--- src/rtl/sensor_read_sched.sv ---
// sensor_read_sched
//
// Round-robin read scheduler for three motion sensors (accelerometer,
// gyroscope, magnetometer). When idle it picks one requesting source, issues a
// one-cycle read pulse that clears the source's sticky ready flag, and
// presents the captured 48-bit sample to the filter until the filter
// acknowledges it. If the filter does not acknowledge within TIMEOUT_CYCLES
// cycles, the sample is dropped. A drop pulses timeout_err and increments a
// saturating drop counter.
//
// Parameters
//   TIMEOUT_CYCLES  1..255  PRESENT cycles allowed before the sample is dropped
//
// Ports
//   clk            in   system clock, rising edge
//   n_rst          in   asynchronous active-low reset
//   acc_ready      in   sticky ready flag, accelerometer
//   gyro_ready     in   sticky ready flag, gyroscope
//   mag_ready      in   sticky ready flag, magnetometer
//   acc_data       in   [47:0] accelerometer sample (3 x 16 bit)
//   gyro_data      in   [47:0] gyroscope sample
//   mag_data       in   [47:0] magnetometer sample
//   src_en         in   [2:0] per-source enable {mag, gyro, acc}
//   sample_ack     in   filter accepts the presented sample
//   acc_read       out  one-cycle pulse, clears acc_ready
//   gyro_read      out  one-cycle pulse, clears gyro_ready
//   mag_read       out  one-cycle pulse, clears mag_ready
//   sample_data    out  [47:0] captured sample
//   sample_src     out  [1:0] 0 acc, 1 gyro, 2 mag
//   sample_valid   out  sample_data / sample_src are valid
//   timeout_err    out  one-cycle pulse after a sample was dropped
//   drop_count     out  [7:0] saturating count of dropped samples
//   busy           out  scheduler is presenting a sample
//
// States
//   state    | meaning
//   ---------+-----------------------------------------------------------
//   IDLE     | waiting for an enabled ready flag; arbitration happens here
//   PRESENT  | sample held on sample_data, waiting for ack or timeout

module sensor_read_sched #(
  parameter int unsigned TIMEOUT_CYCLES = 255
) (
  input  logic        clk,
  input  logic        n_rst,
  input  logic        acc_ready,
  input  logic        gyro_ready,
  input  logic        mag_ready,
  input  logic [47:0] acc_data,
  input  logic [47:0] gyro_data,
  input  logic [47:0] mag_data,
  input  logic [2:0]  src_en,
  input  logic        sample_ack,
  output logic        acc_read,
  output logic        gyro_read,
  output logic        mag_read,
  output logic [47:0] sample_data,
  output logic [1:0]  sample_src,
  output logic        sample_valid,
  output logic        timeout_err,
  output logic [7:0]  drop_count,
  output logic        busy
);

  typedef enum logic {
    S_IDLE    = 1'b0,
    S_PRESENT = 1'b1
  } state_t;

  localparam logic [1:0] SRC_ACC  = 2'd0;
  localparam logic [1:0] SRC_GYRO = 2'd1;
  localparam logic [1:0] SRC_MAG  = 2'd2;

  // Terminal count: the counter starts at 0 in the first PRESENT cycle, so
  // reaching TIMEOUT_CYCLES-1 without ack means TIMEOUT_CYCLES cycles have
  // elapsed.
  localparam logic [7:0] TMO_LAST = 8'(TIMEOUT_CYCLES - 1);

  state_t      state;
  state_t      next_state;

  logic [1:0]  last_src;
  logic [7:0]  tmo_cnt;
  logic [2:0]  read_vec;

  logic [2:0]  req;
  logic        win_found;
  logic [1:0]  win_src;
  logic [47:0] win_data;
  logic [2:0]  win_onehot;

  logic        do_grant;
  logic        do_drop;

  // --------------------------------------------------------------------------
  // Round-robin arbitration. The search starts at the source after last_src
  // and wraps mag -> acc. last_src never holds 3; if it ever did, it is
  // treated like mag so that acc is searched first.
  // --------------------------------------------------------------------------
  assign req       = {mag_ready, gyro_ready, acc_ready} & src_en;
  assign win_found = |req;

  always_comb begin
    win_src = SRC_ACC;
    case (last_src)
      SRC_ACC: begin
        if (req[1])      win_src = SRC_GYRO;
        else if (req[2]) win_src = SRC_MAG;
        else             win_src = SRC_ACC;
      end
      SRC_GYRO: begin
        if (req[2])      win_src = SRC_MAG;
        else if (req[0]) win_src = SRC_ACC;
        else             win_src = SRC_GYRO;
      end
      default: begin
        if (req[0])      win_src = SRC_ACC;
        else if (req[1]) win_src = SRC_GYRO;
        else             win_src = SRC_MAG;
      end
    endcase
  end

  always_comb begin
    win_data   = mag_data;
    win_onehot = 3'b100;
    case (win_src)
      SRC_ACC: begin
        win_data   = acc_data;
        win_onehot = 3'b001;
      end
      SRC_GYRO: begin
        win_data   = gyro_data;
        win_onehot = 3'b010;
      end
      default: begin
        win_data   = mag_data;
        win_onehot = 3'b100;
      end
    endcase
  end

  // --------------------------------------------------------------------------
  // FSM
  // --------------------------------------------------------------------------
  always_ff @(posedge clk or negedge n_rst) begin
    if (!n_rst) begin
      state <= S_IDLE;
    end else begin
      state <= next_state;
    end
  end

  always_comb begin
    next_state = state;
    do_grant   = 1'b0;
    do_drop    = 1'b0;
    case (state)
      S_IDLE: begin
        if (win_found) begin
          do_grant   = 1'b1;
          next_state = S_PRESENT;
        end
      end
      S_PRESENT: begin
        // Ack takes priority over a simultaneous timeout.
        if (sample_ack) begin
          next_state = S_IDLE;
        end else if (tmo_cnt == TMO_LAST) begin
          do_drop    = 1'b1;
          next_state = S_IDLE;
        end
      end
      default: begin
        next_state = S_IDLE;
      end
    endcase
  end

  // --------------------------------------------------------------------------
  // Datapath: capture, read pulse, timeout counter, drop accounting.
  // The read pulse is registered off the grant so it lands in the first
  // PRESENT cycle, while sample_valid is already high.
  // --------------------------------------------------------------------------
  always_ff @(posedge clk or negedge n_rst) begin
    if (!n_rst) begin
      sample_data <= '0;
      sample_src  <= SRC_ACC;
      last_src    <= SRC_MAG;
      tmo_cnt     <= '0;
      read_vec    <= '0;
      timeout_err <= 1'b0;
      drop_count  <= '0;
    end else begin
      read_vec    <= do_grant ? win_onehot : 3'b000;
      timeout_err <= do_drop;

      if (do_grant) begin
        sample_data <= win_data;
        sample_src  <= win_src;
        last_src    <= win_src;
        tmo_cnt     <= '0;
      end else if (state == S_PRESENT && !sample_ack && !do_drop) begin
        tmo_cnt <= tmo_cnt + 8'd1;
      end

      if (do_drop && drop_count != 8'hFF) begin
        drop_count <= drop_count + 8'd1;
      end
    end
  end

  assign acc_read     = read_vec[0];
  assign gyro_read    = read_vec[1];
  assign mag_read     = read_vec[2];
  assign sample_valid = (state == S_PRESENT);
  assign busy         = (state == S_PRESENT);

endmodule

--- config.mk ---
export PLATFORM = sky130hd
export DESIGN_NAME = sensor_read_sched
export DESIGN_NICKNAME = d
export VERILOG_FILES = /design/src/rtl/sensor_read_sched.sv
export SDC_FILE = /design/constraint.sdc
export NUM_CORES = 1
export LEC_CHECK = 0
export BUFFER_PORTS_ARGS = -buffer_cell sky130_fd_sc_hd__buf_2
export CAP_MARGIN = 20
export CORE_MARGIN = 5
export CORE_UTILIZATION = 45
export DETAILED_ROUTE_END_ITERATION = 8
export PLACE_DENSITY = 0.88
export SYNTH_ARGS = -nofsm -noshare
export SYNTH_HDL_FRONTEND = slang
export SYNTH_SLANG_ARGS = --single-unit
export TNS_END_PERCENT = 30
--- constraint.sdc ---
create_clock -name clk -period 2.4 [get_ports clk]
set_input_delay 0.24 -clock clk [delete_from_list [all_inputs] [get_ports clk]]
set_output_delay 0.24 -clock clk [all_outputs]
set_load 0.01 [all_outputs]
==> flow_metrics.py, run 1 <==
metrics = {
    "outcome": {
        "status": "completed",
    },
    "placed_design": {
        "placed_area_um2": 5120,
        "io_buffers": 216,
        "place_congestion": 0.829,
        "place_ws_ns": 0.277,
        "dp_hpwl_um": 9280,
    },
    "finish": {
        "final_util_pct": 63.1,
        "syn_to_final_growth_pct": 38.0,
        "antenna_cells": 0,
        "drive_above_1_share_pct": 46.2,
        "final_area_um2": 5420,
        "fillers": 727,
        "nets": 751,
    },
    "die": {
        "fp.coreArea_um2": 8590,
        "start_util_pct": 45.7,
        "std_cell_rows": 34,
        "dieArea_um2": 10700,
        "dieWidth_um": 103,
        "die_h_um": 103,
        "io_pins": 217,
    },
    "yosys": {
        "syn_inst": 395,
        "synth_top_area_share_pct": 45.2,
        "avgSynthCellArea_um2": 9.94,
        "yosysSeqAreaShare_pct": 45.9,
        "async_flop_share_pct": 100,
        "yosys-top-cells-area": "dfrtp_1, o211ai_1, a221oi_2",
        "ys_seq_elements": 72,
        "syn_area_um2": 3930,
        "synth.most_common_cell": "dfrtp_1",
        "ys.warnings.count": 0,
        "synthTopCellsByCount": "dfrtp_1, nor2_1, a21oi_1",
        "post-synth-top-area-cell": "dfrtp_1",
        "ys_types": 42,
        "synth_nets": 551,
        "synth_edf_count": 0,
        "synth_flop_cell": "dfrtp_1",
    },
    "global_routing": {
        "grt_most_used_layer": "met2",
        "grt_pass1_vias": 4170,
        "grtUsageMet2_pct": 39.1,
        "grt_overflow": 0,
        "grt_max_degree": 73,
        "grt_use_total_pct": 23.6,
        "grtUsageMet3_pct": 6.91,
        "use_met1_pct": 28.6,
        "antenna_found_initial": 1,
        "grt_first_pass_wirelength_um": 19700,
    },
    "route": {
        "ant_nets": 0,
        "avgRoutedWirePerCell_um": 18.1,
        "vias": 4113,
        "first_iter_violations": 164,
        "firstDrtPassIters": 5,
        "wl_um": 12800,
        "drc": 0,
        "viasPerCell": 5.81,
    },
    "cts": {
        "ctsResizeCount": 0,
        "worstSkewPairLatency_ns": 0.34,
        "cts_buffers": 9,
        "ctsLongestPathBuffers": 2,
        "cts-root-buf": "clkbuf_8",
        "cts_sinks": 72,
        "cts_tree": "built",
        "hold_buffers": 0,
        "htree_levels": 3,
        "path_clk_slew_ns": 0.08,
        "post_cts_buffers": 0,
    },
    "power_and_ir_drop": {
        "max-vdd-ir-drop_mv": 0.489,
        "leakagePower_nw": 2.51,
        "total_power_mw": 5.79,
        "p_per_area_nw_per_um2": 1070,
    },
    "worst_setup_path": {
        "start_kind": "flip-flop",
        "worstPathRequired_ns": 2.61,
        "critical_path.max_stage_delay_ns": 0.61,
        "endpoint_kind": "flip-flop",
        "cpMaxStageDelayCell": "dfstp_2",
        "rrSetupSlack_ns": 0.27,
        "reg2reg_to": "sample_data[17]$_DFFE_PN0N_",
        "path_buf_inv": 1,
        "critical_path_class": "flip-flop to flip-flop",
        "crit_fanout": 34,
        "path_cells": "and3b_1 > a22o_2 > buf_4 > a221oi_1 > a21oi_1",
        "cp_data_arrival_time_ns": 2.34,
        "path_delay_family": "compound AO/OA/AOI/OAI gates",
        "r2r-start": "last_src[1]$_DFFE_PN1N_",
        "r2r_cells": 5,
    },
    "timing": {
        "maxSlewViolCount": 0,
        "setup_viol": 0,
        "fin_skew_ns": 0.0140,
        "tightestPinTransition_ns": 0.891,
        "clock.fmax_mhz": 469,
        "fin_crit_sh_pct": 88.9,
        "rsz0062_at_grt": "no",
        "fin_crit_ns": 2.13,
        "slew_headroom_pct": 40.6,
        "setup_tns_ns": 0,
        "layout_setup_ws_ns": 0.268,
        "hold_viol": 0,
    },
    "flow_run": {
        "cap_viol_max_count": 0,
    },
    "worst_hold_path": {
        "hp-class": "primary input to asynchronous set/reset pin",
    },
}
[kinds of logic after synthesis]
| logic type | count (synthesis) | share of synthesized area (%) |
|---|---|---|
| xor+xnor | 11 | 2.45 |
| fa+ha+maj | 3 | 0.956 |
| buf+inv | 44 | 5.61 |
| flops | 72 | 45.9 |
| compound gates | 168 | 33.7 |
| mux | 2 | 0.573 |
| simple gates | 95 | 10.8 |
[cell type report]
cell class / instances / area, µm² / area share, %
well taps: 108 / 135 / 2.49
inverters: 3 / 11.3 / 0.208
clock buffers: 11 / 151 / 2.79
clock inverters: 5 / 150 / 2.77
repair buffers: 230 / 1230 / 22.6
multi-input cells: 279 / 1940 / 35.8
flip-flops and latches: 72 / 1800 / 33.3
[power breakdown]
| group | internal (mW) | switching (mW) |
|---|---|---|
| logic | 0.966 | 1.44 |
| registers | 1.68 | 0.300 |
| clock network | 0.958 | 0.453 |
| total | 3.60 | 2.19 |
[worst max path at each step]
stage,from,to,cells past startpoint
global route,last_src[1]$_DFFE_PN1N_,sample_data[22]$_DFFE_PN0N_,5
global placement,last_src[1]$_DFFE_PN1N_,sample_data[23]$_DFFE_PN0N_,5
CTS,last_src[1]$_DFFE_PN1N_,sample_data[17]$_DFFE_PN0N_,5
finish,last_src[1]$_DFFE_PN1N_,sample_data[17]$_DFFE_PN0N_,5
detailed placement,last_src[1]$_DFFE_PN1N_,sample_data[17]$_DFFE_PN0N_,5
floorplan,tmo_cnt[0]$_DFFE_PN0P_,drop_count[7]$_DFFE_PN0P_,7
[layer usage]
layer	up-vias	share of wire, %
met1	1945	38
met2	213	50
met5	-	0.10
li1	1915	-
met3	38	9.2
met4	2	2.9
[through the flow]
stage                     hold slack [ns]  cells
after floorplan                   -0.0556    395
after global placement              0.423    692
after detailed placement            0.429    692
after CTS                          0.0564    708
after global routing               0.0849    708
final                              0.0224    708
[registers in the layout (all words and copies together) (netlist names)]
signal	cells
sample_data	48
drop_count	8
timeout_err	1
last_src	1
sample_src	2
read_vec	3
busy	1
tmo_cnt	8
[cells in the final DEF (no fill, tap or decap), types with 3 or more instances in the layout]
| master | netlist | routed |
|---|---|---|
| a211oi_1 | 3 | 3 |
| a21oi_1 | 54 | 52 |
| nand3_1 | 5 | 5 |
| bufinv_16 | 0 | 5 |
| a221oi_2 | 20 | 20 |
| nand2_1 | 10 | 9 |
| dfrtp_1 | 71 | 71 |
| xnor2_1 | 7 | 7 |
| nor2_1 | 60 | 60 |
| ha_1 | 3 | 3 |
| o211ai_1 | 49 | 49 |
| nor3_1 | 5 | 5 |
| xor2_1 | 4 | 4 |
| inv_1 | 3 | 3 |
| buf_4 | 4 | 12 |
| clkbuf_8 | 0 | 11 |
| buf_2 | 14 | 215 |
| buf_12 | 0 | 3 |
| a221oi_1 | 28 | 28 |
[worst register-to-register path, cell delays in order (launching register included)]
cell	delay [ns]
dfstp_2	0.61
and3b_1	0.25
a22o_2	0.35
buf_4	0.33
a221oi_1	0.36
a21oi_1	0.11
Power figures use the tool's default switching activity.
==> inputs of run 2 (changes only) <==
==> config.mk (replaced) <==
export PLATFORM = sky130hd
export DESIGN_NAME = sensor_read_sched
export DESIGN_NICKNAME = d
export VERILOG_FILES = /design/src/rtl/sensor_read_sched.sv
export SDC_FILE = /design/constraint.sdc
export NUM_CORES = 1
export LEC_CHECK = 0
export CAP_MARGIN = 20
export CORE_MARGIN = 5
export CORE_UTILIZATION = 62
export DETAILED_ROUTE_END_ITERATION = 8
export DONT_BUFFER_PORTS = 1
export PLACE_DENSITY = 0.85
export SYNTH_ARGS = -nofsm -noshare
export SYNTH_HDL_FRONTEND = slang
export SYNTH_SLANG_ARGS = --single-unit
export TNS_END_PERCENT = 30
==> flow_metrics.py, run 2 (synthesis gave the netlist of run 1 again) <==
metrics = {
    "global_routing": {
        "grt_max_degree": 73,
        "grt_first_pass_wirelength_um": 16800,
        "grt_use_total_pct": 27.6,
        "grt_pass1_vias": 3230,
        "antenna_found_initial": 0,
        "grt_overflow": 0,
    },
    "finish": {
        "antenna_cells": 0,
        "drive_above_1_share_pct": 14.7,
        "mostFrequentLayoutCell": "dfrtp_1",
        "mostFrequentLayoutCells": "dfrtp_1, nor2_1, a21oi_1",
        "instances_no_fill": 459,
        "regMostFlops": "sample_data",
        "nets": 533,
        "reg_top3": "sample_data x48, drop_count x8, tmo_cnt x8",
        "syn_to_final_growth_pct": 7.81,
        "final_area_um2": 4230,
        "largest_register_ffs": 48,
    },
    "route": {
        "first_iter_violations": 194,
        "avgRoutedWirePerCell_um": 24.4,
        "wl_um": 11200,
        "vias": 3318,
        "ant_nets": 0,
        "firstDrtPassIters": 4,
        "drc": 0,
        "viasPerCell": 7.23,
    },
    "worst_setup_path": {
        "critical_path.max_stage_delay_ns": 0.56,
        "path_cells": "nand3b_1 > a22o_2 > buf_4 > a221oi_1 > a21oi_1",
        "reg2reg_to": "sample_data[47]$_DFFE_PN0N_",
        "worstPathRequired_ns": 2.65,
        "crit_fanout": 25,
        "endpoint_kind": "flip-flop",
        "cpMaxStageDelayCell": "dfrtp_1",
        "cp_data_arrival_time_ns": 2.36,
        "r2r-start": "sample_src[0]$_DFFE_PN0N_",
        "critical_path_class": "flip-flop to flip-flop",
        "rrSetupSlack_ns": 0.29,
        "start_kind": "flip-flop",
        "r2r_cells": 5,
    },
    "cts": {
        "path_clk_slew_ns": 0.08,
        "cts_sinks": 72,
        "cts_buffers": 9,
        "worstSkewPairLatency_ns": 0.34,
        "ctsLongestPathBuffers": 2,
        "htree_levels": 3,
        "cts_tree": "built",
        "cts-root-buf": "clkbuf_8",
        "post_cts_buffers": 0,
        "ctsResizeCount": 0,
    },
    "timing": {
        "layout_setup_ws_ns": 0.291,
        "clock.fmax_mhz": 474,
        "hold_viol": 0,
        "maxSlewViolCount": 0,
        "setup_viol": 0,
        "fin_crit_ns": 2.11,
        "rsz0062_at_grt": "no",
        "tightestPinTransition_ns": 0.623,
        "setup_tns_ns": 0,
        "fin_skew_ns": 0.0134,
        "slew_headroom_pct": 58.1,
        "whs_ns": 0.0539,
        "fin_crit_sh_pct": 87.9,
    },
    "placed_design": {
        "io_buffers": 0,
        "dp_hpwl_um": 7750,
        "dp_cells": 441,
        "placed_area_um2": 3950,
        "place_ws_ns": 0.289,
        "place_congestion": 0.817,
    },
    "die": {
        "std_cell_rows": 29,
        "fp.coreArea_um2": 6240,
        "dieWidth_um": 89.6,
        "dieArea_um2": 8030,
        "start_util_pct": 62.9,
        "io_pins": 217,
        "die_h_um": 89.6,
    },
    "worst_hold_path": {
        "whs_path_depth": 2,
        "min_from": "gyro_data[27]",
        "min_to": "sample_data[27]$_DFFE_PN0N_",
        "hp-class": "primary input to flip-flop",
    },
    "power_and_ir_drop": {
        "max-vdd-ir-drop_mv": 0.628,
        "leakagePower_nw": 1.62,
        "p_per_area_nw_per_um2": 1180,
    },
    "flow_run": {
        "cap_viol_max_count": 0,
    },
    "outcome": {
        "status": "completed",
    },
}
[run 2: cell count changes in the layout (fill, tap and decap cells not counted), sizes merged]
cell | previous run | this run
clkinv | 0 | 2
bufinv | 5 | 3
buf | 230 | 11
dlygate4sd3 | 0 | 1
[run 2: what timing repair did]
item,4_1_cts,5_1_grt
hold buffers,2,0
endpoints found under the setup margin,0,0
endpoints found under the hold margin,72,0
[run 2: worst max-delay path: cells and delay by family, from the launching register on]
kind / cells / cell delay, ns
flip-flops: 1 / 0.56
AND/OR/NAND/NOR: 1 / 0.24
AO/OA/AOI/OAI: 3 / 0.76
buffers and inverters: 1 / 0.45
[run 2: metal layers]
metal | up-vias | routed length, µm | track usage (%)
met5 | - | 0 | 0
met4 | 0 | 421 | 14.7
met3 | 32 | 1120 | 7.66
met2 | 201 | 5590 | 41.4
met1 | 1606 | 4060 | 36.2
li1 | 1479 | - | -
[run 2: report_power, final]
part           switching, mW  internal (mW)
registers              0.625           1.68
clock network          0.451          0.720
logic                  0.951          0.575
total                   2.03           2.97
[run 2: worst max-delay path by stage]
stage | start | endpoint | slack (ns) | cells past startpoint
after CTS | sample_src[0]$_DFFE_PN0N_ | sample_data[28]$_DFFE_PN0N_ | 0.29 | 5
final | sample_src[0]$_DFFE_PN0N_ | sample_data[47]$_DFFE_PN0N_ | 0.29 | 5
after global routing | sample_src[0]$_DFFE_PN0N_ | sample_data[28]$_DFFE_PN0N_ | 0.11 | 5
after detailed placement | sample_src[0]$_DFFE_PN0N_ | sample_data[30]$_DFFE_PN0N_ | 0.29 | 5
after floorplan | tmo_cnt[0]$_DFFE_PN0P_ | drop_count[7]$_DFFE_PN0P_ | 0.63 | 7
after global placement | last_src[1]$_DFFE_PN1N_ | sample_data[27]$_DFFE_PN0N_ | 0.41 | 5
[run 2: metrics by stage]
stage	utilization, %	power, mW
final	67.8	5.00
after floorplan	-	3.44
after detailed placement	63.3	3.82
after CTS	67.8	5.01
after global placement	63.3	3.72
after global routing	67.8	5.32
[run 2: area by class of cell]
type	instances	area [µm²]
fill	483	2010
multi-input combinational	279	1940
sequential	72	1800
clock buffer	11	141
timing repair buffer	12	138
clock inverter	5	104
tap	77	96.3
inverter	3	11.3
==> inputs of run 3 (changes only) <==
--- a/config.mk
+++ b/config.mk
@@ -11,6 +11,7 @@
 export DETAILED_ROUTE_END_ITERATION = 8
 export DONT_BUFFER_PORTS = 1
 export PLACE_DENSITY = 0.85
+export RECOVER_POWER = 25
 export SYNTH_ARGS = -nofsm -noshare
 export SYNTH_HDL_FRONTEND = slang
 export SYNTH_SLANG_ARGS = --single-unit
==> flow_metrics.py, run 3 (synthesis gave the netlist of run 1 again) <==
metrics = {
    "outcome": {
        "status": "complete, but fails checks",
        "violations": "capacitance limit, slew limit",
    },
    "route": {
        "vias": 3304,
        "first_iter_violations": 205,
        "viasPerCell": 7.20,
        "wl_um": 11200,
        "ant_nets": 0,
        "drc": 0,
        "avgRoutedWirePerCell_um": 24.4,
        "firstDrtPassIters": 5,
    },
    "worst_setup_path": {
        "reg2reg_to": "sample_data[28]$_DFFE_PN0N_",
        "path_cells": "nand3b_1 > a22o_2 > buf_4 > a221oi_1 > a21oi_1",
        "r2r-start": "sample_src[0]$_DFFE_PN0N_",
        "rrSetupSlack_ns": 0.28,
        "cp_data_arrival_time_ns": 2.37,
        "critical_path.max_stage_delay_ns": 0.56,
        "crit_fanout": 25,
        "crit_start": "sample_src[0]$_DFFE_PN0N_",
        "cpMaxStageDelayCell": "dfrtp_1",
        "worstPathRequired_ns": 2.65,
        "r2r_cells": 5,
        "path_buf_inv": 1,
        "start_kind": "flip-flop",
        "endpoint_kind": "flip-flop",
        "path_delay_family": "compound AO/OA/AOI/OAI gates",
        "critical_path_class": "flip-flop to flip-flop",
    },
    "die": {
        "start_util_pct": 62.9,
        "dieWidth_um": 89.6,
        "fp.coreArea_um2": 6240,
        "dieArea_um2": 8030,
        "die_h_um": 89.6,
        "io_pins": 217,
        "std_cell_rows": 29,
    },
    "finish": {
        "reg_top3": "sample_data x48, drop_count x8, tmo_cnt x8",
        "regMostFlops": "sample_data",
        "largest_register_ffs": 48,
        "drive_above_1_share_pct": 14.7,
        "antenna_cells": 0,
        "final_area_um2": 4210,
        "seqCellArea_um2": 1800,
        "mostFrequentLayoutCells": "dfrtp_1, nor2_1, a21oi_1",
        "syn_to_final_growth_pct": 7.23,
        "fillers": 486,
        "final_util_pct": 67.5,
        "multi_input_area_um2": 1940,
        "nets": 533,
        "mostFrequentLayoutCell": "dfrtp_1",
    },
    "timing": {
        "hold_viol": 0,
        "whs_ns": 0.0533,
        "fin_skew_ns": 0.0108,
        "setup_viol": 0,
        "slew_headroom_pct": -5.28,
        "tightestPinTransition_ns": 1.58,
        "rsz0062_at_grt": "no",
        "clock.fmax_mhz": 472,
        "fin_crit_sh_pct": 88.2,
        "setup_tns_ns": 0,
        "fin_crit_ns": 2.12,
        "maxSlewViolCount": 73,
    },
    "power_and_ir_drop": {
        "max-vdd-ir-drop_mv": 0.623,
        "intPower_mw": 2.97,
        "clkPwrFrac_pct": 23.4,
        "p_sw_mw": 2.03,
        "pwr-share-seq_pct": 46.1,
        "leakagePower_nw": 1.61,
        "p_sw_share_pct": 40.6,
        "power_frac_comb_pct": 30.5,
        "p_per_area_nw_per_um2": 1190,
    },
    "worst_hold_path": {
        "min_to": "sample_data[27]$_DFFE_PN0N_",
        "whs_path_depth": 2,
        "hp-class": "primary input to flip-flop",
        "min_from": "gyro_data[27]",
    },
    "global_routing": {
        "grt_pass1_vias": 3230,
        "grt_overflow": 0,
        "grt_use_total_pct": 27.6,
        "grt_first_pass_wirelength_um": 16800,
        "grt_max_degree": 73,
        "antenna_found_initial": 0,
    },
    "cts": {
        "ctsLongestPathBuffers": 2,
        "worstSkewPairLatency_ns": 0.34,
        "cts_buffers": 9,
        "cts_sinks": 72,
        "cts_tree": "built",
        "htree_levels": 3,
        "ctsResizeCount": 0,
        "path_clk_slew_ns": 0.08,
        "cts-root-buf": "clkbuf_8",
    },
    "placed_design": {
        "place_congestion": 0.817,
        "placed_area_um2": 3950,
        "dp_hpwl_um": 7750,
        "io_buffers": 0,
    },
    "flow_run": {
        "cap_viol_max_count": 1,
    },
}
run 3: cell types whose count changed in the layout (fill, tap and decap cells not counted):
cell    before  now
buf_16       1    0
buf_2        0    1
run 3: layout make-up:
type | instances | share of cell area [%]
well taps | 77 | 2.29
multi-input cells | 279 | 46.1
clock buffers | 11 | 3.36
clock inverters | 5 | 2.47
inverters | 3 | 0.267
repair buffers | 12 | 2.73
flip-flops and latches | 72 | 42.8
run 3: routing by layer:
layer	part of all wire, %	wire, µm	up-vias	GRT usage, %
met1	37	4180	1621	36.2
met4	4.0	449	0	14.7
met3	8.8	987	34	7.66
met5	0	0	-	0
li1	-	-	1476	-
met2	50	5570	173	41.4
run 3: power groups by stage:
stage | sequential [mW] | combinational [mW] | clock, mW
after floorplan | 2.16 | 1.28 | 0
after global placement | 2.31 | 1.42 | 0
after detailed placement | 2.32 | 1.50 | 0
after CTS | 2.31 | 1.53 | 1.18
after global routing | 2.36 | 1.72 | 1.24
final | 2.30 | 1.52 | 1.17
run 3: worst max path at each step:
stage	depth (start not counted)	slack (ns)	end
floorplan	7	0.63	drop_count[7]$_DFFE_PN0P_
global placement	5	0.41	sample_data[27]$_DFFE_PN0N_
detailed placement	5	0.29	sample_data[30]$_DFFE_PN0N_
CTS	5	0.29	sample_data[28]$_DFFE_PN0N_
global route	5	0.11	sample_data[28]$_DFFE_PN0N_
finish	5	0.28	sample_data[28]$_DFFE_PN0N_
run 3: timing repair:
| action | CTS | global route |
|---|---|---|
| hold endpoints to repair | 72 | 0 |
| hold buffers | 2 | 0 |
| setup buffers | 0 | 0 |
run 3: metrics by stage:
step                std cells  total power, mW  worst slack (ns)
finish                    459             5.00             0.283
global route              459             5.31             0.108
CTS                       459             5.01             0.287
detailed placement        441             3.82             0.289
global placement          441             3.72             0.405
floorplan                 395             3.44             0.626
run 3: worst register-to-register path, cell delays in order, from the launching register on:
cell      delay [ns]
dfrtp_1         0.56
nand3b_1        0.24
a22o_2          0.47
buf_4           0.46
a221oi_1        0.16
a21oi_1         0.16
